File: src/rtl/shift_feeder.sv
// Request/response feeder around an external combinational shifter; one result per
// request, or a sweep of in_amt..7 when built with SHIFT_SWEEP_EN defined.
module shift_feeder (
   input  logic       clk,
   input  logic       rst,
   input  logic       in_valid,
   output logic       in_ready,
   input  logic [7:0] in_data,
   input  logic [2:0] in_amt,
   input  logic       in_sweep,
   output logic [7:0] sh_in,
   output logic [2:0] sh_amt,
   input  logic [7:0] sh_q,
   output logic       out_valid,
   input  logic       out_ready,
   output logic [7:0] out_data,
   output logic [2:0] out_amt,
   output logic       out_last,
   output logic [7:0] res_cnt
);

`ifdef SHIFT_SWEEP_EN
   localparam bit SweepEn = 1'b1;
`else
   localparam bit SweepEn = 1'b0;
`endif

   typedef enum logic [1:0] {StIdle, StDrive, StOut} state_e;

   state_e     state;
   logic [7:0] data_r;
   logic [2:0] amt_r;
   logic       sweep_r;

   // The shifter sees the latched operands directly, so they hold outside DRIVE.
   assign sh_in    = data_r;
   assign sh_amt   = amt_r;
   assign in_ready = (state == StIdle) && !rst;

   always_ff @(posedge clk) begin
      if (rst) begin
         state     <= StIdle;
         data_r    <= 8'd0;
         amt_r     <= 3'd0;
         sweep_r   <= 1'b0;
         out_valid <= 1'b0;
         out_data  <= 8'd0;
         out_amt   <= 3'd0;
         out_last  <= 1'b0;
         res_cnt   <= 8'd0;
      end else begin
         case (state)
            StIdle: begin
               if (in_valid) begin
                  data_r  <= in_data;
                  amt_r   <= in_amt;
                  sweep_r <= in_sweep & SweepEn;
                  state   <= StDrive;
               end
            end
            StDrive: begin
               out_data  <= sh_q;
               out_amt   <= amt_r;
               out_last  <= !sweep_r || (amt_r == 3'd7);
               out_valid <= 1'b1;
               state     <= StOut;
            end
            StOut: begin
               if (out_ready) begin
                  out_valid <= 1'b0;
                  res_cnt   <= res_cnt + 8'd1;
                  // out_last is set at amt 7, so the increment below never wraps.
                  if (!out_last) begin
                     amt_r <= amt_r + 3'd1;
                     state <= StDrive;
                  end else begin
                     state <= StIdle;
                  end
               end
            end
            default: state <= StIdle;
         endcase
      end
   end

endmodule

File: config.mk
export PLATFORM = sky130hd
export DESIGN_NAME = shift_feeder
export DESIGN_NICKNAME = d
export VERILOG_FILES = /design/src/rtl/shift_feeder.sv
export SDC_FILE = /design/constraint.sdc
export NUM_CORES = 1
export LEC_CHECK = 0
export BUFFER_PORTS_ARGS = -buffer_cell sky130_fd_sc_hd__buf_2
export CAP_MARGIN = 20
export CORE_AREA = 2 2 56 58
export CTS_CLUSTER_SIZE = 30
export DETAILED_ROUTE_END_ITERATION = 10
export DIE_AREA = 0 0 58 60
export GPL_TIMING_DRIVEN = 0
export PLACE_DENSITY = 0.89
export SYNTH_ARGS = -nofsm -noshare
export SYNTH_HDL_FRONTEND = slang
export SYNTH_SLANG_ARGS = --single-unit
File: constraint.sdc
create_clock -name clk -period 2.7 [get_ports clk]
set_clock_uncertainty 0.1 [all_clocks]
set_input_delay 0.135 -clock clk [delete_from_list [all_inputs] [get_ports clk]]
set_output_delay 0.135 -clock clk [all_outputs]
set_load 0.05 [all_outputs]
# ---- After elaboration in Yosys (flattened, before gate mapping)
# Cells that the tools add are included.
dict set report classes {
  eq_ne 5
  reduce_logical 10
  mux 10
  n_addsub 2
}
# op n
set ops {}
lappend ops {{2-to-1 mux 3 bit} 3}
lappend ops {{adder 8 x 1 -> 8 bit (second input constant)} 1}
lappend ops {{AND reduction 2 bit} 4}
lappend ops {{!= test 2 bit (second input constant)} 3}
lappend ops {{case mux 2 bit (3 select lines)} 1}
lappend ops {{case mux 3 bit (2 select lines)} 1}
lappend ops {{2-to-1 mux 2 bit} 2}
lappend ops {{AND reduction 4 bit} 1}
lappend ops {{nonzero test 2 bit} 2}
lappend ops {{adder 3 x 1 -> 3 bit (second input constant)} 1}
lappend ops {{equality test 2 x 1 -> 1 bit (second input constant)} 1}
lappend ops {{equality test 2 bit (second input constant)} 1}
lappend ops {{logical NOT 2 bit} 1}
lappend ops {{2-to-1 mux 1 bit} 2}
lappend ops {{case mux 1 bit (2 select lines)} 1}
lappend ops {{logical AND 1 bit} 1}
lappend ops {{logical NOT 1 bit} 1}
dict set report word_totals {
  word_cells 35
  inputBits 24
  reg_bits 34
  out_inout_bits 33
}

# ---- Longest topological paths before layout
# Gate-level depths: netlist of the first run.
dict set report logic_depth {
  depth_word 4
  mapped_depth 5
  mapped_depth_nobuf 4
}

# ---- Least setup slack after synthesis of the first run
# No wires, ideal clock.
dict set report synth_timing {
  kind {register to output}
  startpoint {reg state[1]}
  endpoint {out in_ready}
  t_arrival_ps 1598
  setup_slack_ps 867
  path_stages_with_launch 3
  required_ps 2465
  path_buffers 1
  cell_sequence {dfxtp_1 -> buf_2 -> nor3_1}
}
dict set report synth_between {
  elab_chain_cells 2
}
# element line
set synth_rtl {}
lappend synth_rtl {{start, declared} 30} ;# state_e state;
lappend synth_rtl {{start signal, assigned} 42} ;# state <= StIdle;
lappend synth_rtl {{start signal, assigned} 58} ;# state <= StDrive;
lappend synth_rtl {{start signal, assigned} 66} ;# state <= StOut;
lappend synth_rtl {{logical NOT 2 bit} 38} ;# assign in_ready = (state == StIdle) && !rst;
lappend synth_rtl {{logical AND 1 bit} 38}
lappend synth_rtl {{end, declared} 7} ;# output logic in_ready,
# No other way between the ends.

# ---- Final worst setup path of the first run
# Same ends and word-level chain as after synthesis.

==> results.py, run 1 <==
metrics = {
    "cts": {
        "cts_made_buffers": 5,
        "worst_setup_hold_path_clk_slew_ns": 0.10,
        "clock_tree.htree_level_count": 2,
        "cell_chosen_for_the_clock_root": "sky130_fd_sc_hd__clkbuf_4",
        "worstSkewPairLatency_ns": 0.33,
        "cts_setup_buffers": 0,
        "tritoncts": "done",
        "bufs_on_longest_clock_path": 2,
        "clock_sink_count": 34,
    },
    "worst_setup_path": {
        "required_time_of_the_critical_path_ns": 2.47,
        "crit_path_max_fanout": 10,
        "critical-path-slowest-cell": "sky130_fd_sc_hd__dfxtp_1",
        "setup.worst_path.class": "flop to primary output",
        "crit_path_cell_trace": "buf_2, nor3_1, buf_2",
        "timing.critical_path.arrival_ns": 1.36,
        "timing.critical_path.from_type": "flop",
        "critPathMostFrequentCell": "sky130_fd_sc_hd__buf_2",
        "critical-path-max-stage-delay_ns": 0.37,
        "critical_path.endpoint_type": "primary output",
    },
    "run_status": {
        "status": "finished, final reports clean",
    },
    "sta": {
        "grt_setup_unrepaired": "false",
        "slew_limit_fails": 0,
        "setup-violations-final": 0,
        "worst_pin_slew_ns": 0.4773,
        "final-hold-violation-count": 0,
        "period_share_pct": 59.03,
        "final_period_minus_worst_setup_slack_ns": 1.594,
        "timing.fmax_mhz": 627.4,
        "totalNegativeSetupSlack_ns": 0,
        "max_slew_margin_pct": 68.18,
        "final.setup.worst_slack_ns": 1.106,
    },
    "synthesis": {
        "top_cells_by_count_synth": "sky130_fd_sc_hd__dfxtp_1, sky130_fd_sc_hd__nand2_1, sky130_fd_sc_hd__a21oi_1",
        "synth_top_flop_cell": "sky130_fd_sc_hd__dfxtp_1",
        "synth_area_leaders": "sky130_fd_sc_hd__dfxtp_1, sky130_fd_sc_hd__nand2_1, sky130_fd_sc_hd__a21oi_1",
        "top_cell_type_s_share_of_synthesized_area_pct": 49.32,
        "yosys_register_bits": 34,
        "syn-instance-count": 156,
        "synth_cell_types": 32,
        "avgSynthCellArea_um2": 8.847,
        "async_reset_ff_share_pct": 0,
        "synth_nets": 182,
        "synth_enable_flop_cells": 0,
        "netlist_area_um2": 1380,
        "yosys_warnings": 0,
        "yosysSeqAreaShare_pct": 49.32,
        "post-synth-top-area-cell": "sky130_fd_sc_hd__dfxtp_1",
        "most_instantiated_library_cell_after_synthesis": "sky130_fd_sc_hd__dfxtp_1",
    },
    "place": {
        "post-place-ws_ns": 1.177,
        "placement.io_buffers": 54,
        "placedInstanceArea_um2": 1692,
        "placedCellCount": 243,
        "detailed_place_hpwl_mm": 2.310,
        "finalWeightedCongestion": 0.8264,
    },
    "cells_and_area": {
        "nNetsFinal": 260,
        "final-instance-count-excl-fill": 268,
        "layout-drive-gt1-share_pct": 29.36,
        "fillerInstances": 255,
        "inserted_diodes": 0,
        "post_route_design_area_um2": 1941,
        "multiInputGateArea_um2": 655.6,
        "area_delta_synth_final_pct": 40.62,
        "seq_area_um2": 680.7,
    },
    "die": {
        "core_um2": 2903,
        "dieHeight_um": 60,
        "ioPinCount": 57,
        "die_area_um2": 3480,
        "rows": 20,
        "initial_utilization_pct": 47.54,
        "die_width_um": 58,
    },
    "pwr": {
        "static-leakage-power_nw": 0.9186,
        "comb_pwr_share_pct": 21.7,
        "share_seq_of_total_power_pct": 48.5,
        "p_per_area_nw_per_um2": 580.1,
        "power.internal_w": 0.0007882,
        "power.share.clock_pct": 29.9,
        "peakVddDrop_v": 0.0005376,
        "switching_part_of_the_total_pct": 29.99,
        "total_switching_power_w": 0.0003376,
    },
    "routing": {
        "drt_iter0_drc": 34,
        "count_of_antenna_violating_nets_left_after_detailed_routing": 0,
        "vias": 1371,
        "remaining_drcs": 0,
        "drt-pass1-iter-count": 4,
        "wl_per_cell_um": 12.14,
        "detail_route.vias_per_cell": 5.116,
        "routed_wirelength_mm": 3.253,
    },
    "global_routing": {
        "grt_use_met3_pct": 8.009,
        "first_global_vias": 1249,
        "grt_first_pass_wirelength_mm": 5.278,
        "grt_overall_usage_pct": 20.26,
        "grt_max_degree": 11,
        "global_route.peak_usage_layer": "met2",
        "grt_remaining_overflow": 0,
        "grt_antenna_before_repair": 0,
        "met1_routing_resource_usage_after_global_routing_pct": 22.68,
        "use_met2_pct": 35.06,
    },
    "hold_path": {
        "hp-class": "input pin to flop",
    },
    "run": {
        "number_of_max_cap_violations": 0,
    },
}
cell usage in the layout (no fill, tap or decap), types with 4 or more instances in the layout:
cell type	netlist	final
sky130_fd_sc_hd__buf_2	5	59
sky130_fd_sc_hd__dfxtp_1	34	34
sky130_fd_sc_hd__nand2_1	29	29
sky130_fd_sc_hd__a21oi_1	21	21
sky130_fd_sc_hd__dlygate4sd3_1	0	17
sky130_fd_sc_hd__nor2_1	16	16
sky130_fd_sc_hd__mux2i_1	8	8
sky130_fd_sc_hd__clkbuf_4	0	5
sky130_fd_sc_hd__clkbuf_1	4	4
power by group through the flow:
stage	clock (W)	sequential, W	combinational, W
after global placement	0	0.000556	0.000222
after global routing	0.000370	0.000549	0.000262
after CTS	0.000346	0.000545	0.000244
final	0.000336	0.000546	0.000244
after detailed placement	0	0.000557	0.000225
after floorplan	0	0.000639	0.0000825
metal layers:
metal,vias up,routed length (µm)
met4,0,36
met2,42,1602
met5,-,0
met1,627,1418
met3,4,197
li1,698,-
registers in the layout, summed over array words and instances (netlist names):
register   cells
out_last       1
state          2
res_cnt        8
out_data       8
out_amt        3
out_valid      1
sh_amt         3
sh_in          8
timing repair:
item / in CTS / in global routing
resized for setup: 0 / 0
hold buffers: 17 / 0
hold endpoints to repair: 17 / 0
cell families (layout without fill, tap and decap cells):
logic type,count (synthesis),count (layout),share of synthesized area [%]
xor gates and xnor gates,2,2,1.269
AOI/OAI and AO/OA,31,31,12.69
adders and majority gates,2,2,1.813
and+or+nand+nor,69,69,25.93
muxes,8,8,5.803
buffers and inverters,10,89,3.172
DFF,34,34,49.32
stage by stage:
| step | power (W) | utilization (%) | hold slack (ns) |
|---|---|---|---|
| 2_1_floorplan | 0.0007212 | - | 0.1710 |
| 3_3_place_gp | 0.0007775 | 58.28 | 0.2655 |
| 3_5_place_dp | 0.0007818 | 58.28 | 0.2844 |
| 4_1_cts | 0.001135 | 66.85 | 0.02620 |
| 5_1_grt | 0.001181 | 66.85 | 0.02638 |
| 6_report | 0.001126 | 66.85 | 0.03795 |
critical path: cells and delay by family, from the launching register on:
| family | cells | cell delay [ns] |
|---|---|---|
| flip-flops | 1 | 0.37 |
| buffers and inverters | 2 | 0.48 |
| AND/OR/NAND/NOR | 1 | 0.18 |
final timing paths:
path,from,end,slack [ns],depth (start not counted)
worst max-delay path,state[1],in_ready,1.11,3
worst min-delay path,out_ready,res_cnt[1],0.04,3
worst max register to register,state[1],sh_amt[2],1.11,4
worst min register to register,out_data[4],out_data[4],0.36,2
area by class of cell:
type / instances / share of cell area [%]
clock buffers: 8 / 4.062
inverters: 1 / 0.1934
well taps: 33 / 2.128
multi-input cells: 112 / 33.78
flip-flops and latches: 34 / 35.07
plain buffers: 9 / 2.063
repair buffers: 71 / 22.70
(Power assumes the default switching activity.)
==> run 2, diff against run 1 <==
--- a/config.mk
+++ b/config.mk
@@ -7,12 +7,12 @@
 export LEC_CHECK = 0
 export BUFFER_PORTS_ARGS = -buffer_cell sky130_fd_sc_hd__buf_2
 export CAP_MARGIN = 20
-export CORE_AREA = 2 2 56 58
+export CORE_AREA = 2 2 58 60
 export CTS_CLUSTER_SIZE = 30
 export DETAILED_ROUTE_END_ITERATION = 10
-export DIE_AREA = 0 0 58 60
+export DIE_AREA = 0 0 60 62
 export GPL_TIMING_DRIVEN = 0
-export PLACE_DENSITY = 0.89
+export PLACE_DENSITY = 0.84
 export SYNTH_ARGS = -nofsm -noshare
 export SYNTH_HDL_FRONTEND = slang
 export SYNTH_SLANG_ARGS = --single-unit
==> constraint.sdc (replaced) <==
create_clock -name clk -period 1.65 [get_ports clk]
set_clock_uncertainty 0.1 [all_clocks]
set_input_delay 0.0825 -clock clk [delete_from_list [all_inputs] [get_ports clk]]
set_output_delay 0.0825 -clock clk [all_outputs]
set_load 0.05 [all_outputs]
==> results.py, run 2 (synthesis gave the netlist of run 1 again) <==
metrics = {
    "worst_setup_path": {
        "critical_path.startpoint": "state[1]",
        "setup.worst_path.class": "flop to primary output",
        "timing.critical_path.arrival_ns": 1.37,
        "required_time_of_the_critical_path_ns": 1.47,
        "critical_path.endpoint_type": "primary output",
        "timing.critical_path.from_type": "flop",
        "crit_path_max_fanout": 10,
        "crit-reg2reg-launch": "state[1]",
    },
    "sta": {
        "max_slew_margin_pct": 68.59,
        "worst_pin_slew_ns": 0.4711,
        "setup-violations-final": 0,
        "grt_setup_unrepaired": "false",
        "finalHoldWorstSlack_ns": 0.04338,
        "slew_limit_fails": 0,
        "final-hold-violation-count": 0,
        "period_share_pct": 94.02,
        "timing.fmax_mhz": 644.6,
        "totalNegativeSetupSlack_ns": 0,
        "final_period_minus_worst_setup_slack_ns": 1.551,
    },
    "hold_path": {
        "hp-class": "input pin to flop",
        "worst_hold_startpoint": "rst",
    },
    "cts": {
        "clock_tree.htree_level_count": 2,
        "cts_setup_buffers": 0,
        "clock_sink_count": 34,
        "bufs_on_longest_clock_path": 2,
        "worst_setup_hold_path_clk_slew_ns": 0.10,
        "tritoncts": "done",
        "cts_made_buffers": 5,
        "cell_chosen_for_the_clock_root": "sky130_fd_sc_hd__clkbuf_4",
        "worstSkewPairLatency_ns": 0.33,
    },
    "global_routing": {
        "grt_max_degree": 11,
        "grt_remaining_overflow": 0,
        "grt_antenna_before_repair": 0,
        "grt_overall_usage_pct": 19.40,
        "first_global_vias": 1202,
        "grt_first_pass_wirelength_mm": 5.306,
    },
    "die": {
        "die_width_um": 60,
        "ioPinCount": 57,
        "die_area_um2": 3720,
        "core_um2": 3179,
        "dieHeight_um": 62,
        "initial_utilization_pct": 43.41,
        "rows": 21,
    },
    "place": {
        "placement.io_buffers": 54,
        "finalWeightedCongestion": 0.7604,
        "detailed_place_hpwl_mm": 2.231,
    },
    "cells_and_area": {
        "multiInputGateArea_um2": 663.1,
        "final_common_cell": "sky130_fd_sc_hd__buf_2",
        "inserted_diodes": 0,
        "area_delta_synth_final_pct": 42.70,
        "seq_area_um2": 684.4,
        "fillerInstances": 303,
        "layout-drive-gt1-share_pct": 29.96,
        "nNetsFinal": 263,
        "layout.cells.most_common_list": "sky130_fd_sc_hd__buf_2, sky130_fd_sc_hd__dfxtp_1, sky130_fd_sc_hd__nand2_1",
    },
    "run": {
        "number_of_max_cap_violations": 0,
    },
    "routing": {
        "detail_route.vias_per_cell": 4.816,
        "count_of_antenna_violating_nets_left_after_detailed_routing": 0,
        "vias": 1363,
        "drt-pass1-iter-count": 4,
        "routed_wirelength_mm": 3.277,
        "drt_iter0_drc": 51,
        "remaining_drcs": 0,
        "wl_per_cell_um": 11.58,
    },
    "run_status": {
        "status": "finished, final reports clean",
    },
    "pwr": {
        "static-leakage-power_nw": 0.9161,
        "p_per_area_nw_per_um2": 870.8,
        "peakVddDrop_v": 0.0006016,
    },
}
-- run 2: worst max-delay path, cell delays in order (launching register included) --
cell,delay (ns)
sky130_fd_sc_hd__dfxtp_1,0.37
sky130_fd_sc_hd__buf_2,0.19
sky130_fd_sc_hd__nor3_2,0.18
sky130_fd_sc_hd__buf_2,0.28
-- run 2: worst paths after layout --
path	endpoint	cells past startpoint	slack, ns
worst max register to register	sh_amt[0]	4	0.12
worst min register to register	out_data[3]	2	0.36
worst max-delay path	in_ready	3	0.1
worst min-delay path	res_cnt[1]	2	0.04
-- run 2: layout make-up --
cell class | instances | share of cell area (%)
plain buffers | 9 | 2.287
inverters | 1 | 0.1906
clock buffers | 7 | 2.287
multi-input cells | 112 | 33.67
flip-flops and latches | 34 | 34.75
repair buffers | 74 | 23.89
well taps | 46 | 2.922
-- run 2: through the flow --
step | std cells | cell area (µm²) | setup slack, ns | utilization (%) | total power, W
after global placement | 256 | 1717 | 0.1366 | 53.99 | 0.001275
after detailed placement | 256 | 1717 | 0.09042 | 53.99 | 0.001281
final | 283 | 1969 | 0.09862 | 61.94 | 0.001715
after global routing | 283 | 1969 | 0.03037 | 61.94 | 0.001815
after CTS | 283 | 1962 | 0.07061 | 61.71 | 0.001730
after floorplan | 156 | 1389 | 0.06860 | - | 0.001182
-- run 2: where the power goes --
part / leakage [nW] / internal, W / switching, W
clock network: 0.0254 / 0.000161 / 0.000254
registers: 0.279 / 0.000864 / 0.0000288
logic: 0.612 / 0.000143 / 0.000265
total: 0.916 / 0.00117 / 0.000548
-- run 2: repair_timing --
item                       4_1_cts  5_1_grt
setup endpoints to repair        0        7
hold endpoints to repair        20        0
hold buffers                    20        0
gates resized for setup          0        3
-- run 2: layer usage --
layer,vias to the layer above,part of all wire [%],track usage [%]
li1,704,-,-
met1,607,45,25.32
met2,50,48,29.66
met3,2,7.1,5.383
met4,0,0.37,9.524
met5,-,0,0
==> run 3, diff against run 2 <==
==> config.mk (replaced) <==
export PLATFORM = sky130hd
export DESIGN_NAME = shift_feeder
export DESIGN_NICKNAME = d
export VERILOG_FILES = /design/src/rtl/shift_feeder.sv
export SDC_FILE = /design/constraint.sdc
export NUM_CORES = 1
export LEC_CHECK = 0
export ABC_AREA = 0
export CAP_MARGIN = 20
export CORE_AREA = 2 2 51 53
export CTS_CLUSTER_SIZE = 30
export DETAILED_ROUTE_END_ITERATION = 10
export DIE_AREA = 0 0 53 55
export DONT_BUFFER_PORTS = 1
export GPL_TIMING_DRIVEN = 0
export PLACE_DENSITY = 0.83
export SYNTH_ARGS = -nofsm -noshare
export SYNTH_HDL_FRONTEND = slang
export SYNTH_SLANG_ARGS = --single-unit
==> results.py, run 3 (synthesis gave the netlist of run 1 again) <==
metrics = {
    "pwr": {
        "comb_pwr_share_pct": 12.4,
        "p_per_area_nw_per_um2": 999.6,
        "static-leakage-power_nw": 0.6789,
        "power.internal_w": 0.001168,
        "switching_part_of_the_total_pct": 32.90,
        "total_switching_power_w": 0.0005728,
        "finalPower_w": 0.001741,
        "peakVddDrop_v": 0.0009245,
        "power.share.clock_pct": 28.0,
        "share_seq_of_total_power_pct": 59.6,
    },
    "cts": {
        "cell_chosen_for_the_clock_root": "sky130_fd_sc_hd__clkbuf_4",
        "cts_setup_buffers": 0,
        "tritoncts": "done",
        "worstSkewPairLatency_ns": 0.35,
        "cts_made_buffers": 5,
        "clock_tree.htree_level_count": 2,
        "worst_setup_hold_path_clk_slew_ns": 0.09,
        "clock_sink_count": 34,
        "bufs_on_longest_clock_path": 2,
    },
    "sta": {
        "timing.fmax_mhz": 635.6,
        "worst_pin_slew_ns": 0.5911,
        "period_share_pct": 95.35,
        "setup-violations-final": 0,
        "final-hold-violation-count": 0,
        "slew_limit_fails": 0,
        "grt_setup_unrepaired": "false",
        "max_slew_margin_pct": 60.54,
        "final_period_minus_worst_setup_slack_ns": 1.573,
    },
    "run": {
        "number_of_max_cap_violations": 0,
    },
    "worst_setup_path": {
        "timing.critical_path.to": "in_ready",
        "worst_r2r_endpoint": "sh_amt[2]",
        "required_time_of_the_critical_path_ns": 1.47,
        "timing.critical_path.arrival_ns": 1.39,
        "critical_path.startpoint": "state[1]",
        "ff2ff_setup_slack_ns": 0.12,
        "timing.critical_path.from_type": "flop",
        "number_of_cells_on_the_worst_reg_to_reg_path": 4,
        "setup.worst_path.class": "flop to primary output",
        "crit_path_max_fanout": 10,
        "crit-reg2reg-launch": "state[0]",
        "critical_path.endpoint_type": "primary output",
    },
    "place": {
        "finalWeightedCongestion": 0.8563,
        "placement.io_buffers": 0,
        "placedCellCount": 186,
        "detailed_place_hpwl_mm": 2.272,
    },
    "cells_and_area": {
        "inserted_diodes": 0,
        "final_core_util_pct": 73.65,
        "final_common_cell": "sky130_fd_sc_hd__nand2_1",
        "layout.cells.most_common_list": "sky130_fd_sc_hd__nand2_1, sky130_fd_sc_hd__dfxtp_1, sky130_fd_sc_hd__a21oi_1, sky130_fd_sc_hd__dlygate4sd3_1, sky130_fd_sc_hd__nor2_1",
        "final-instance-count-excl-fill": 215,
        "layout-drive-gt1-share_pct": 15.68,
        "nNetsFinal": 210,
        "area_delta_synth_final_pct": 26.20,
    },
    "routing": {
        "count_of_antenna_violating_nets_left_after_detailed_routing": 0,
        "drt_iter0_drc": 36,
        "vias": 1249,
        "detail_route.vias_per_cell": 5.809,
        "remaining_drcs": 0,
        "routed_wirelength_mm": 3.472,
        "drt-pass1-iter-count": 5,
        "wl_per_cell_um": 16.15,
    },
    "die": {
        "die_area_um2": 2915,
        "dieHeight_um": 55,
        "die_width_um": 53,
        "rows": 18,
        "ioPinCount": 57,
        "core_um2": 2365,
        "initial_utilization_pct": 58.36,
    },
    "hold_path": {
        "min_delay_path_depth": 2,
        "hp-class": "input pin to flop",
    },
    "global_routing": {
        "first_global_vias": 1233,
        "grt_remaining_overflow": 0,
        "grt_antenna_before_repair": 0,
        "grt_first_pass_wirelength_mm": 5.285,
        "grt_overall_usage_pct": 25.94,
        "grt_max_degree": 12,
    },
    "run_status": {
        "status": "finished, final reports clean",
    },
}
-- run 3: cell count changes in the layout (fill, tap and decap cells not counted), sizes merged --
cell	before	now
buf	57	3
clkbuf	13	12
clkinv	0	1
clkinvlp	0	1
dlygate4sd3	20	21
-- run 3: stage by stage --
stage | worst slack [ns] | TNS, ns | hold slack [ns] | cell area, µm²
floorplan | 0.06860 | 0 | 0.1185 | 1389
global placement | -0.05125 | -0.05125 | 0.1217 | 1426
detailed placement | -0.1138 | -0.1481 | 0.1267 | 1426
CTS | 0.02334 | 0 | 0.03572 | 1713
global route | 0.02816 | 0 | 0.06422 | 1742
finish | 0.07681 | 0 | 0.05272 | 1742
-- run 3: layout make-up --
cell class	count	area, µm²
sequential	34	706.9
clock inverter	2	12.51
buffer	9	45.04
timing repair buffer	21	210.2
multi-input combinational	112	674.4
inverter	1	3.754
fill	159	623.1
clock buffer	6	51.30
tap	30	37.54
-- run 3: worst min-delay path by stage --
stage             endpoint  startpoint  slack (ns)
4_1_cts         res_cnt[1]         rst        0.04
3_5_place_dp   out_data[0]     sh_q[0]        0.13
5_1_grt           state[0]   out_ready        0.06
3_3_place_gp   out_data[0]     sh_q[0]        0.12
6_report        res_cnt[1]         rst        0.05
2_1_floorplan  out_data[7]     sh_q[7]        0.12
-- run 3: metal layers --
layer	up-vias	track usage, %	share of wire, %
met1	574	27.15	38
met3	12	10.22	7.9
met2	57	45.00	52
li1	606	-	-
met4	0	14.10	2.8
met5	-	0	0
-- run 3: repair_timing --
item                       CTS  global route
resized for setup            6            12
hold buffers                21             0
hold endpoints to repair    29             0
setup endpoints to repair    4            13
-- run 3: power by group through the flow --
stage          sequential, W  clock, W  combinational [W]
2_1_floorplan        0.00105         0           0.000136
3_3_place_gp         0.00106         0           0.000154
3_5_place_dp         0.00106         0           0.000163
4_1_cts              0.00104  0.000495           0.000208
5_1_grt              0.00104  0.000532           0.000237
6_report             0.00104  0.000487           0.000216
-- run 3: critical path, stage by stage, from the launching register on --
cell and delay [ns]:
sky130_fd_sc_hd__dfxtp_2 0.36, sky130_fd_sc_hd__clkbuf_4 0.19, sky130_fd_sc_hd__nor3_4 0.49
